===== src/rtl/delaychain_sequencer.sv =====
// Delay-chain latency sequencer: clears the chain, launches a 0->1 step and counts cycles to the selected tap.
// Latency: results update one cycle after the step is seen; done pulses two cycles after the last RECORD/ABORT.
// Backpressure: none; start is only accepted in IDLE, and start requests while busy are dropped.
module delaychain_sequencer #(
  parameter int NTAPS      = 9,
  parameter int CNT_W      = 16,
  parameter int MAX_CYCLES = 4095,
  parameter int SETTLE     = 4
) (
  input  logic                 clk,
  input  logic                 rst,
  input  logic                 start,
  input  logic [3:0]           tap_sel,
  input  logic [3:0]           runs,
  input  logic [NTAPS-1:0]     tap_in,
  output logic                 test_en,
  output logic                 launch,
  output logic                 busy,
  output logic                 done,
  output logic                 err,
  output logic [CNT_W-1:0]     lat_last,
  output logic [CNT_W-1:0]     lat_min,
  output logic [CNT_W-1:0]     lat_max,
  output logic [CNT_W+3:0]     lat_sum,
  output logic [4:0]           runs_done
);

  localparam int SET_W = $clog2(SETTLE + 1);

  typedef enum logic [2:0] {
    S_IDLE,
    S_CLEAR,
    S_LAUNCH,
    S_RECORD,
    S_ABORT,
    S_FINISH
  } state_t;

  state_t             state, state_next;
  logic [3:0]         sel, sel_next;
  logic [3:0]         runs_cfg, runs_cfg_next;
  logic [CNT_W-1:0]   phase, phase_next;
  logic [SET_W-1:0]   settle, settle_next;
  logic [CNT_W-1:0]   cnt, cnt_next;

  logic               test_en_next, launch_next, busy_next, done_next, err_next;
  logic [CNT_W-1:0]   lat_last_next, lat_min_next, lat_max_next;
  logic [CNT_W+3:0]   lat_sum_next;
  logic [4:0]         runs_done_next;

  logic               tap_bit;
  logic               bad_sel;
  logic [CNT_W-1:0]   phase_inc, cnt_inc;
  logic [SET_W-1:0]   settle_inc;
  logic [4:0]         runs_done_inc;

  // The latched index is always in range while busy, so a one-hot mask picks the observed tap.
  assign tap_bit       = |(tap_in & (NTAPS'(1) << sel));
  assign bad_sel       = ({28'd0, tap_sel} >= 32'(NTAPS));
  assign phase_inc     = phase + CNT_W'(1);
  assign cnt_inc       = cnt + CNT_W'(1);
  assign settle_inc    = settle + SET_W'(1);
  assign runs_done_inc = runs_done + 5'd1;

  // Next-state and next-output logic; every output is the registered copy of its *_next value.
  always_comb begin
    state_next     = state;
    sel_next       = sel;
    runs_cfg_next  = runs_cfg;
    phase_next     = phase;
    settle_next    = settle;
    cnt_next       = cnt;
    test_en_next   = test_en;
    launch_next    = launch;
    busy_next      = busy;
    done_next      = 1'b0;
    err_next       = err;
    lat_last_next  = lat_last;
    lat_min_next   = lat_min;
    lat_max_next   = lat_max;
    lat_sum_next   = lat_sum;
    runs_done_next = runs_done;

    case (state)
      S_IDLE: begin
        if (start) begin
          sel_next       = tap_sel;
          runs_cfg_next  = runs;
          err_next       = 1'b0;
          lat_last_next  = '0;
          lat_min_next   = '1;
          lat_max_next   = '0;
          lat_sum_next   = '0;
          runs_done_next = '0;
          if (bad_sel) begin
            // Nonexistent tap: report and finish without touching the chain.
            err_next  = 1'b1;
            done_next = 1'b1;
          end else begin
            state_next   = S_CLEAR;
            busy_next    = 1'b1;
            test_en_next = 1'b1;
            phase_next   = '0;
            settle_next  = '0;
          end
        end
      end

      S_CLEAR: begin
        launch_next = 1'b0;
        phase_next  = phase_inc;
        settle_next = tap_bit ? '0 : settle_inc;
        // A completed settle wins over a timeout landing on the same edge.
        if (!tap_bit && settle_inc == SET_W'(SETTLE)) begin
          state_next  = S_LAUNCH;
          launch_next = 1'b1;
          cnt_next    = '0;
        end else if (phase_inc == CNT_W'(MAX_CYCLES)) begin
          state_next = S_ABORT;
        end
      end

      S_LAUNCH: begin
        if (tap_bit) begin
          // cnt is frozen here and consumed by RECORD.
          state_next = S_RECORD;
        end else begin
          cnt_next = cnt_inc;
          if (cnt_inc == CNT_W'(MAX_CYCLES)) begin
            state_next = S_ABORT;
          end
        end
      end

      S_RECORD: begin
        launch_next    = 1'b0;
        lat_last_next  = cnt;
        lat_min_next   = (cnt < lat_min) ? cnt : lat_min;
        lat_max_next   = (cnt > lat_max) ? cnt : lat_max;
        lat_sum_next   = lat_sum + (CNT_W+4)'(cnt);
        runs_done_next = runs_done_inc;
        if (runs_done_inc == ({1'b0, runs_cfg} + 5'd1)) begin
          state_next = S_FINISH;
        end else begin
          state_next  = S_CLEAR;
          phase_next  = '0;
          settle_next = '0;
        end
      end

      S_ABORT: begin
        err_next    = 1'b1;
        launch_next = 1'b0;
        state_next  = S_FINISH;
      end

      S_FINISH: begin
        done_next    = 1'b1;
        busy_next    = 1'b0;
        test_en_next = 1'b0;
        state_next   = S_IDLE;
      end

      default: begin
        state_next = S_IDLE;
      end
    endcase
  end

  // State and output registers; synchronous reset overrides any sequence in flight.
  always_ff @(posedge clk) begin
    if (rst) begin
      state     <= S_IDLE;
      sel       <= '0;
      runs_cfg  <= '0;
      phase     <= '0;
      settle    <= '0;
      cnt       <= '0;
      test_en   <= 1'b0;
      launch    <= 1'b0;
      busy      <= 1'b0;
      done      <= 1'b0;
      err       <= 1'b0;
      lat_last  <= '0;
      lat_min   <= '1;
      lat_max   <= '0;
      lat_sum   <= '0;
      runs_done <= '0;
    end else begin
      state     <= state_next;
      sel       <= sel_next;
      runs_cfg  <= runs_cfg_next;
      phase     <= phase_next;
      settle    <= settle_next;
      cnt       <= cnt_next;
      test_en   <= test_en_next;
      launch    <= launch_next;
      busy      <= busy_next;
      done      <= done_next;
      err       <= err_next;
      lat_last  <= lat_last_next;
      lat_min   <= lat_min_next;
      lat_max   <= lat_max_next;
      lat_sum   <= lat_sum_next;
      runs_done <= runs_done_next;
    end
  end

endmodule


===== config.mk =====
export PLATFORM = sky130hd
export DESIGN_NAME = delaychain_sequencer
export DESIGN_NICKNAME = d
export VERILOG_FILES = /design/src/rtl/delaychain_sequencer.sv
export SDC_FILE = /design/constraint.sdc
export NUM_CORES = 1
export LEC_CHECK = 0
export CORE_MARGIN = 3
export CORE_UTILIZATION = 55
export CTS_CLUSTER_DIAMETER = 200
export CTS_CLUSTER_SIZE = 25
export DETAILED_ROUTE_END_ITERATION = 7
export GPL_TIMING_DRIVEN = 0
export PLACE_DENSITY = 0.89
export SLEW_MARGIN = 20
export SYNTH_ARGS = -nofsm -noshare
export SYNTH_HDL_FRONTEND = slang
export SYNTH_SLANG_ARGS = --single-unit

===== constraint.sdc =====
create_clock -name clk -period 3.25 [get_ports clk]
set_clock_uncertainty 0.2 [all_clocks]
set_input_delay 0.65 -clock clk [delete_from_list [all_inputs] [get_ports clk]]
set_output_delay 0.65 -clock clk [all_outputs]
set_load 0.03 [all_outputs]

==> reports/qor.yml <==
floorplanning:
  boundaryPins: 98
  die_width_um: 125.1
  die_y_um: 125.1
  core_um2: 13560
  rows: 42
  dieArea_um2: 15660
  initial_core_util: 0.5759
grt:
  grt_pass1_wl_um: 38830
  grt_max_degree: 17
  grt_antenna_before_repair: 0
  grt_usage: 0.3012
  grt_pass1_vias: 7823
  grt.overflow.total: 0
placed_design:
  port_buffers: 96
  placed_cell_area_um2: 8989
  dp_hpwl_um: 16870
  gp_congestion: 0.9674
pwr:
  seqPwrFrac: 0.392
  switchingPower_w: 0.0009170
  power_density_nw_per_um2: 407.2
  peakVddDrop_mv: 0.3547
  p_total_w: 0.003935
  power_leakage_nw: 3.722
  power_frac_comb: 0.071
  switching_share: 0.2330
  p_clk_frac: 0.537
  p_int_w: 0.003018
finish:
  multi_input_area_um2: 4942
  fin_nets: 1177
  diodes: 0
  syn2layout_area_growth_pct: 23.80
  fin_util: 0.7129
  stdcell_area_um2: 9666
  drive_gt1_frac: 0.07092
  seq_area_um2: 2464
  fillers: 1056
sta:
  finalSetupViolations: 0
  worst_pin_slew_ps: 997.5
  fin_crit_sh: 0.9529
  rsz0062_at_grt: "no"
  drv_slew: 0
  hold_violations: 0
  min_period_ps: 3097
  maxSlewHeadroom: 0.3299
  max_clock_freq_mhz: 322.9
worst_setup_path:
  critPathKind: "reg -> reg"
  crit_buf_inv: 1
  critical_path.top_delay_family: "compound AO/OA/AOI/OAI gates"
  crit_cells: 8
  crit_required_ps: 3430
  crit_top_cell: "nand4_1"
  path_max_fanout: 10
  cp-start-kind: "flip-flop"
  end_kind: "flip-flop"
  cp_slowest_cell: "dfxtp_1"
  crit_chain: "buf_2 -> nand4_1 -> nor3b_1 -> o21ai_0 -> a2111oi_0 -> nand4_1 -> a221oi_2 -> o41a_1"
  worstPathArrival_ps: 3280
  max_stage_delay_ps: 540
  ff2ff_path_depth: 8
clock_network:
  cts_tree: "done"
  cts_made_buffers: 17
  clk_latency_ps: 440
  cts.clk_slew.worst_paths_ps: 60
  clock_sinks: 123
  post-cts-setup-buffers: 0
  cts_root_buf: "clkbuf_16"
  cts_max_level: 4
  cts_buffer_depth: 2
  cts-hold-fix-buffers: 0
routing:
  wl_per_cell_um: 18.80
  drc_errors: 0
  viasPerCell: 6.405
  drt-initial-drc-count: 1160
  dr.pass1.iters: 7
  ant_nets: 0
  routed_wl_um: 24250
  vias: 8263
logic_synthesis:
  yosys.area.top_type: "dfxtp_1"
  synth_area_um2: 7807
  synthTopCellsByArea: "dfxtp_1 (32%), ha_1 (8.8%), a21oi_1 (5.1%)"
  avgSynthCellArea_um2: 7.918
  synth_warnings: 0
  synth_commonest_cells: "dfxtp_1 (123), nor2_1 (90), a21oi_1 (80)"
  synth-main-ff-cell: "dfxtp_1"
  syn-instance-count: 986
  yosysUniqueCellTypes: 67
  synth_most_common_cell: "dfxtp_1"
  synth_top_area_share: 0.3154
  synth_edf_count: 0
  synth.ff_latch_count: 123
  syn_nets: 1062
  ys_async_sr_fraction: 0
  ys_seq_area_frac: 0.3154
hold_path:
  holdPathStages: 2
  holdCritPathClass: "reg -> reg"
run:
  drv_cap: 0
status:
  status: "finished clean"
per-layer routing:
metal | share of wire | global-route usage | wire length [µm]
met4 | 0.042 | 0.1307 | 1010
met1 | 0.40 | 0.3955 | 9632
met3 | 0.12 | 0.07207 | 2830
met5 | 0 | 0 | 0
met2 | 0.44 | 0.4745 | 10780
cell type report:
class                           count  share of cell area
Buffer                             67             0.02783
Clock buffer                       21             0.04764
Clock inverter                     11             0.01981
Inverter                           42             0.01631
Multi-Input combinational cell    754              0.5113
Sequential cell                   123              0.2549
Tap cell                          176             0.02278
Timing Repair Buffer               96             0.09942
power groups by stage:
stage,clock (W),combinational (W),sequential (W)
after detailed placement,0,0.000271,0.00157
after global routing,0.00219,0.000301,0.00154
after floorplan,0,0.000171,0.00158
after CTS,0.00212,0.000272,0.00154
after global placement,0,0.000265,0.00157
final,0.00211,0.000280,0.00154
cells in the final DEF, fill, tap and decap left out, types with 6 or more instances in the layout:
cell	netlist	routed
buf_2	7	7
ha_1	55	55
nor4b_1	6	6
clkbuf_1	51	53
and3_1	11	11
a31o_2	15	15
clkbuf_16	0	17
or2_2	8	8
a211oi_1	39	39
nand2b_1	20	20
a32o_1	7	7
o21ai_0	41	41
a21o_1	18	18
clkdlybuf4s50_1	0	96
a21oi_1	80	80
and2_1	9	9
xnor2_1	14	14
mux2i_1	20	20
or3_1	24	24
nand4_1	17	17
inv_1	42	42
nor2_1	90	90
nand3_1	71	71
xor2_1	19	19
nand2_1	70	70
dfxtp_1	123	122
buf_1	6	6
nor3_1	29	29
a31oi_1	9	9
nor2b_1	8	8
worst reg2reg max path: cells and delay by family, from the launching register on:
| kind | cells | cell delay, ps |
|---|---|---|
| compound gates | 4 | 1140 |
| buf+inv | 1 | 320 |
| flops | 1 | 540 |
| simple gates | 3 | 850 |
sequential cells by signal, summed over array words and instances (netlist names):
signal	count
sel	4
lat_last	16
phase	16
done	1
runs_cfg	4
lat_max	16
state	3
err	1
launch	1
cnt	16
lat_min	16
settle	3
runs_done	5
lat_sum	20
busy	1
metrics by stage:
step                      std cells  setup WS, ps  hold WS, ps  setup TNS, ps
after floorplan                 986         374.8        253.6              0
after global placement         1258        -254.9        255.8          -2005
after detailed placement       1258        -281.2        261.4          -2555
after CTS                      1290         49.29        268.6              0
after global routing           1290         60.33        292.5              0
final                          1290         153.1        266.2              0
cell families (layout without fill, tap and decap cells):
logic type / after synthesis / in the layout / synth area share
buffers and inverters: 109 / 237 / 0.05464
and+or+nand+nor: 387 / 387 / 0.2506
DFF: 123 / 123 / 0.3154
AOI/OAI and AO/OA: 255 / 255 / 0.2183
muxes: 23 / 23 / 0.03333
xor gates and xnor gates: 33 / 33 / 0.03702
adders and majority gates: 56 / 56 / 0.09071
timing repair:
action,4_1_cts,5_1_grt
setup endpoints to repair,0,31
gates resized for setup,0,4
hold endpoints to repair,0,0
worst paths after layout:
kind / start / endpoint / slack, ps
hold reg to reg: lat_last[4]$_SDFFE_PP0P_ / lat_last[4]$_SDFFE_PP0P_ / 270
setup reg to reg: cnt[3]$_SDFFE_PP0P_ / state[0]$_SDFFE_PP0P_ / 150
setup / recovery: cnt[3]$_SDFFE_PP0P_ / state[0]$_SDFFE_PP0P_ / 150
hold / removal: lat_last[4]$_SDFFE_PP0P_ / lat_last[4]$_SDFFE_PP0P_ / 270
Power figures use the tool's default switching activity.
